[src/rtl/serial_adder_pkg.sv]
// Shared types and constants for the bit-serial adder/subtractor.
package serial_adder_pkg;

    typedef enum logic [1:0] {
        ST_IDLE = 2'd0,
        ST_BUSY = 2'd1,
        ST_DONE = 2'd2
    } state_t;

    localparam logic MODE_ADD = 1'b0;
    localparam logic MODE_SUB = 1'b1;

endpackage

[src/rtl/serial_adder_fa_bit.sv]
// One-bit full adder cell shared by every bit position of the serial datapath.
module fa_bit (
    input  logic a,
    input  logic b,
    input  logic ci,
    output logic s,
    output logic co
);

    logic ab_x;
    logic ab_a;
    logic xc_a;

    // Gate-level sum and majority carry
    assign ab_x = a ^ b;
    assign ab_a = a & b;
    assign xc_a = ab_x & ci;
    assign s    = ab_x ^ ci;
    assign co   = ab_a | xc_a;

endmodule

[src/rtl/serial_adder.sv]
// Bit-serial adder/subtractor: LSB-first through one full-adder cell, valid/ready in and out.
module serial_adder #(
    parameter int unsigned W = 8
) (
    input  logic         clk,
    input  logic         rst_n,
    input  logic         in_valid,
    output logic         in_ready,
    input  logic [W-1:0] a,
    input  logic [W-1:0] b,
    input  logic         cin,
    input  logic         sub,
    output logic         out_valid,
    input  logic         out_ready,
    output logic [W-1:0] sum,
    output logic         cout,
    output logic         ovf
);

    import serial_adder_pkg::*;

    localparam int unsigned CW = (W > 1) ? $clog2(W) : 1;

    state_t        state_q;
    state_t        state_d;
    logic [W-1:0]  a_sh;
    logic [W-1:0]  b_sh;
    logic          carry;
    logic [CW-1:0] cnt;
    logic          load_c;
    logic          step_c;
    logic          last_c;
    logic          fa_s;
    logic          fa_co;

    fa_bit u_fa (
        .a  (a_sh[0]),
        .b  (b_sh[0]),
        .ci (carry),
        .s  (fa_s),
        .co (fa_co)
    );

    // Next-state and datapath control
    always_comb begin
        state_d = state_q;
        load_c  = 1'b0;
        step_c  = 1'b0;
        last_c  = 1'b0;
        case (state_q)
            ST_IDLE: begin
                if (in_valid && in_ready) begin
                    load_c  = 1'b1;
                    state_d = ST_BUSY;
                end
            end
            ST_BUSY: begin
                step_c = 1'b1;
                if (cnt == CW'(W - 1)) begin
                    last_c  = 1'b1;
                    state_d = ST_DONE;
                end
            end
            ST_DONE: begin
                if (out_ready) begin
                    state_d = ST_IDLE;
                end
            end
            default: state_d = ST_IDLE;
        endcase
    end

    // State register
    always_ff @(posedge clk or negedge rst_n) begin
        if (!rst_n) begin
            state_q <= ST_IDLE;
        end else begin
            state_q <= state_d;
        end
    end

    // Registered handshake flags follow the upcoming state
    always_ff @(posedge clk or negedge rst_n) begin
        if (!rst_n) begin
            in_ready  <= 1'b1;
            out_valid <= 1'b0;
        end else begin
            in_ready  <= (state_d == ST_IDLE);
            out_valid <= (state_d == ST_DONE);
        end
    end

    // Operand shifters, carry flop, bit counter and result capture
    always_ff @(posedge clk or negedge rst_n) begin
        if (!rst_n) begin
            a_sh  <= '0;
            b_sh  <= '0;
            sum   <= '0;
            carry <= 1'b0;
            cnt   <= '0;
            cout  <= 1'b0;
            ovf   <= 1'b0;
        end else if (load_c) begin
            // Subtraction is A + ~B + 1; cin is ignored in that mode
            a_sh  <= a;
            b_sh  <= (sub == MODE_SUB) ? ~b : b;
            carry <= (sub == MODE_SUB) ? 1'b1 : cin;
            cnt   <= '0;
        end else if (step_c) begin
            a_sh  <= a_sh >> 1;
            b_sh  <= b_sh >> 1;
            sum   <= (sum >> 1) | (W'(fa_s) << (W - 1));
            carry <= fa_co;
            cnt   <= cnt + CW'(1);
            if (last_c) begin
                // Carry into the MSB xor carry out of it flags signed overflow
                cout <= fa_co;
                ovf  <= carry ^ fa_co;
            end
        end
    end

endmodule

[config.mk]
export PLATFORM = sky130hd
export DESIGN_NAME = serial_adder
export DESIGN_NICKNAME = d
export VERILOG_FILES = /design/src/rtl/serial_adder_pkg.sv /design/src/rtl/serial_adder_fa_bit.sv /design/src/rtl/serial_adder.sv
export SDC_FILE = /design/constraint.sdc
export NUM_CORES = 1
export LEC_CHECK = 0
export ABC_AREA = 1
export BUFFER_PORTS_ARGS = -buffer_cell sky130_fd_sc_hd__buf_4
export CORE_ASPECT_RATIO = 0.8
export CORE_MARGIN = 2
export CORE_UTILIZATION = 58
export CTS_CLUSTER_SIZE = 16
export DETAILED_ROUTE_END_ITERATION = 16
export PLACE_DENSITY_LB_ADDON = 0.08
export SLEW_MARGIN = 20
export SYNTH_ARGS = -nofsm -noshare
export SYNTH_HDL_FRONTEND = slang
export SYNTH_SLANG_ARGS = --single-unit
[constraint.sdc]
create_clock -name clk -period 2.25 [get_ports clk]
set_input_delay 0.1125 -clock clk [delete_from_list [all_inputs] [get_ports clk]]
set_output_delay 0.1125 -clock clk [all_outputs]
set_load 0.05 [all_outputs]
* Word level (Yosys, flattened, before mapping) *
Index checks and enable logic that the tools add are counted.

cells by class
  add/sub/neg operators = 1
  eq/ne operators = 4
  multiplexer cells = 19
  bitwise logic cells = 9
  reduce and logical (&&, ||, !) cells = 6

operator list
  kind                                                                    number
  8-bit 2-to-1 mux                                                        5
  1-bit 2-to-1 mux                                                        8
  8-bit NOT                                                               1
  7-bit by 8-bit bitwise OR with 8-bit output                             1
  2-bit 2-to-1 mux                                                        3
  3-bit 2-to-1 mux                                                        2
  2-bit case mux with 3 select lines                                      1
  2-bit equality test (second input constant)                             2
  2-bit logical NOT                                                       2
  3-bit by 1-bit adder with 3-bit output (second input constant)          1
  3-bit equality test (second input constant)                             1
  3-bit AND reduction                                                     1
  1-bit XOR                                                               3
  1-bit AND                                                               2
  2-bit by 1-bit equality test with 1-bit output (second input constant)  1
  2-bit AND reduction                                                     1
  2-bit nonzero test                                                      1
  1-bit logical AND                                                       1
  1-bit NOT                                                               1
  1-bit bitwise OR                                                        1

word-level totals
  flip-flop bits (word level) = 34
  input port bits = 22
  output and inout bits = 12
  word-level logic and storage cells = 49

* Longest topological paths before layout *
  word-level depth = 5
  gate-level depth with buffers = 8
  depth with buffers taken out = 6

* Hierarchy *
Synthesis repeated with hierarchy kept, for this count alone.

unflattened totals
  cells, all modules = 218
  area, all modules = 1740.4 um^2

modules (own cells, without submodules)
  module        instances  cells an instance  area each (um^2)
  serial_adder  1          217                1720.4
  fa_bit        1          1                  20.0

* Worst setup path before layout *
No wires, ideal clock.

  path type = flip-flop to flip-flop
  start point = reg in_ready
  end point = reg cnt[0]
  arrival = 1.330 ns
  setup slack = 0.794 ns
  stages on the path, launching flop included = 7
  buffers on the path = 1
  path through = dfstp_2 nand2_1 inv_1 nand2_2 buf_2 nand3_1 o21ai_0

between the ends
  cells in the longest elaborated chain, start to end = 4
  elaborated cells between the ends (all ways) = 5
  classes of those cells = mux: 3; reduce/logical: 2

ends and longest elaborated chain
  element                                                        line                 RTL
  start: declaration                                             serial_adder.sv:8    output logic in_ready,
  start signal: assignment                                       serial_adder.sv:88   in_ready <= (state_d == ST_IDLE);
  1-bit logical AND (*)                                          serial_adder.sv:52   if (in_valid && in_ready) begin
  1-bit 2-to-1 mux (*)                                           serial_adder.sv:52
  1-bit 2-to-1 mux (*)                                           serial_adder.sv:50   case (state_q)
  3-bit 2-to-1 mux / 2-bit nonzero test (equally long branches)  --
  end signal: assignment                                         serial_adder.sv:114  cnt <= cnt + CW'(1);
  end: declaration                                               serial_adder.sv:29   logic [CW-1:0] cnt;

Every way passes the cells marked *; elsewhere a longest branch is shown, timed or not.
A chain may end at the register's enable or synchronous reset.

* Worst setup path after layout *
  start point = reg state_q[0]
  end point = reg cout

between the ends
  cells in the longest elaborated chain, start to end = 4
  elaborated cells between the ends (all ways) = 7
  classes of those cells = eq/ne: 1; mux: 3; bitwise: 1; reduce/logical: 2

ends and longest elaborated chain
  element                            line                 RTL
  start: declaration                 serial_adder.sv:24   state_t state_q;
  start signal: assignment           serial_adder.sv:78   state_q <= state_d;
  2-bit logical NOT                  serial_adder.sv:50
  1-bit 2-to-1 mux                   serial_adder.sv:50
  1-bit NOT (no line)                --
  3-bit AND reduction (no line) (*)  --
  end signal: assignment             serial_adder.sv:117  cout <= fa_co;
  end: declaration                   serial_adder.sv:16   output logic cout,

Marked as above.

==> metrics <==
initial antenna violation count 0; worst hold path class in2reg; Worst slew margin 0.626; Cell Pwr Density 1420 nW/um2; RSZ-0062 raised after global routing no; ys async rst share 1.00; Worst Hold Depth 3; Hold Path End a_sh[7]; vias in the first global route 1246; Mapped Nets 245; grt ovf 0; status completed; fin crit share 0.704; post-route insts no fill 290; clk sink count 34; r2r endpoint cout; WP data required 2.47 ns; buffer levels on the longest clock path 2; sequential power share 0.371; via/cell ratio 5.06; post-synthesis sequential area ratio 0.488; R2R Path Start state_q[0]; placed cells 281; Clock Latency Late Sink 0.29 ns; antenna viol nets, final 0; top cells by area, synth dfrtp_1 47%, nand2_1 21%, nand3_1 8.6%; Cells after Synth 220; Worst VDD drop 1050 uV; FF/Latch Area 852 um2; Hold Crit Start a[7]; f_max 632 MHz; DRC viols 0; Fin Setup TNS 0 ns; critical path's largest stage delay 0.60 ns; worst slew pin tran 0.559 ns; total CTS buffers 5; port bufs 33; initial core utilization 0.622; Mapped Area 1750 um2; Avg Inst Size Synth 7.93 um2; Startpoint Class flip-flop; Synth warnings 0; final instance area 2070 um2; TritonCTS clock tree built; via count 1467; P_int 0.00159 W; Comb pwr share 0.472; Clock Skew 0.00747 ns; Critical Path Fanout Max 33; core area 2810 um2; maximum capacitance violations 0; FF+latch count, synth 34; Net count, final 276; part of the power in the clock network 0.157; area of the die 3470 um2; Post-synth top flop dfrtp_1; DP HPWL 2380 um; worst r2r path cells 4; diode count 0; CP endpoint kind flip-flop; Final setup viols 0; H-tree depth 2; number of flops mapped to enable cells by yosys 0; critical-path cell list nand2_2 > nor2_1 > nand2_1 > nand2_1; first-iteration detailed-routing DRC count 95; DR WL/cell 12.1 um; first-pass iteration count of the detailed router 5; Area growth, synth to finish 18.4%; WS Path Type reg2reg; Reg clk slew, reported paths 0.07 ns; Die X 65.3 um; Crit path top cell by count nand2_1; synth cell count leaders 99 x nand2_1, 33 x dfrtp_1, 30 x nand3_1; Critical-path top delay cell dfrtp_1; Unique masters post-synth 23; global-route wire length before repair 5880 um; hold buffers post-CTS 1; share of cells above drive strength 1 0.202; gr usage total 0.232; Final min period 1.58 ns; most common cell in the netlist nand2_1; # Post-CTS Setup Buffers 0; area of the multi-input gates 761 um2; FP Rows 17; Switching Fraction 0.458; filler cell count 225; total power 0.00293 W; die height 53.1 um; Synth top area share 0.473; CP top delay family simple AND/OR/NAND/NOR gates; leak pwr 1.15 nW; WL final 3510 um; Ports 34; post-synth top area cell dfrtp_1; Area after DPL 1960 um2; pin count of the biggest net entering global routing 35; final hold vios 0; post-cts resize count 0; CP bufs+invs 0; CTS root buf clkbuf_8; P_sw 0.00134 W; Max Slew Vio Count 0; R2R setup slack 0.67 ns; arrival time worst endpoint 1.80 ns; gp weighted congestion 0.812
worst register-to-register path, cell delays in order (launching register included):
cell	delay, ns
dfrtp_1	0.60
nand2_2	0.44
nor2_1	0.32
nand2_1	0.08
nand2_1	0.08
flip-flops by register name, indices dropped and copies added (netlist names), 2 cells and up:
| register | count |
|---|---|
| sum | 8 |
| state_q | 2 |
| a_sh | 8 |
| cnt | 3 |
| b_sh | 8 |
logic make-up (layout without fill, tap and decap cells):
kind of cell | Yosys count | after routing | synth area share
adder cells (fa/ha/maj) | 3 | 3 | 0.0258
XOR/XNOR | 2 | 2 | 0.0100
AO/OA/AOI/OAI | 11 | 11 | 0.0315
AND/OR/NAND/NOR | 145 | 145 | 0.368
buffers and inverters | 25 | 57 | 0.0760
flip-flops | 34 | 34 | 0.488
layout make-up:
cell class | instances | area share
flip-flops and latches | 34 | 0.412
multi-input cells | 161 | 0.368
repair buffers | 34 | 0.125
clock buffers | 7 | 0.0418
inverters | 15 | 0.0273
well taps | 38 | 0.0230
clock inverters | 1 | 0.00242
worst max path at each step:
stage	to	cells past startpoint	start	slack, ns
global route	b_sh[0]	5	state_q[0]	0.50
global placement	cnt[0]	5	in_ready	0.72
floorplan	cnt[0]	6	in_ready	0.79
finish	cout	4	state_q[0]	0.67
detailed placement	cnt[0]	5	in_ready	0.68
CTS	cout	3	state_q[0]	0.66
placed cells by master, fill, tap and decap left out:
| cell type | Yosys | layout |
|---|---|---|
| nand2_1 | 99 | 99 |
| dfrtp_1 | 33 | 33 |
| buf_4 | 3 | 33 |
| nand3_1 | 30 | 30 |
| inv_1 | 13 | 13 |
| o21ai_0 | 10 | 10 |
| clkbuf_8 | 0 | 6 |
| nand3b_1 | 5 | 5 |
| inv_2 | 2 | 2 |
| nand2_2 | 2 | 2 |
| nor2_4 | 2 | 2 |
| nor3_2 | 2 | 2 |
| or2_1 | 2 | 2 |
| ha_1 | 2 | 2 |
| nor2_1 | 1 | 1 |
| nor2_2 | 1 | 1 |
| or2_2 | 1 | 1 |
| xor2_1 | 1 | 1 |
| xnor2_1 | 1 | 1 |
| o21ai_1 | 1 | 1 |
| fa_1 | 1 | 1 |
| clkinv_2 | 0 | 1 |
| clkbuf_1 | 0 | 1 |
| dlygate4sd3_1 | 0 | 1 |
| dfstp_2 | 1 | 1 |
power by group through the flow:
stage	combinational (W)	sequential [W]	clock, W
CTS	0.00140	0.00108	0.000472
global placement	0.00136	0.00109	0
floorplan	0.000835	0.00135	0
global route	0.00156	0.00112	0.000498
finish	0.00138	0.00109	0.000461
detailed placement	0.00139	0.00109	0
per-layer routing:
metal,vias up,wire length [um],GRT usage
li1,752,-,-
met1,664,1650,0.343
met2,49,1630,0.337
met3,2,218,0.0468
met4,0,9,0.0938
met5,-,0,0
metrics by stage:
step | hold slack (ns) | setup slack [ns] | utilization
CTS | 0.0318 | 0.660 | 0.736
global route | 0.0451 | 0.504 | 0.736
global placement | 0.0736 | 0.723 | 0.700
finish | 0.0315 | 0.667 | 0.736
floorplan | -0.183 | 0.794 | -
detailed placement | 0.0758 | 0.678 | 0.700
No activity file was read; power rests on OpenSTA's default activity.
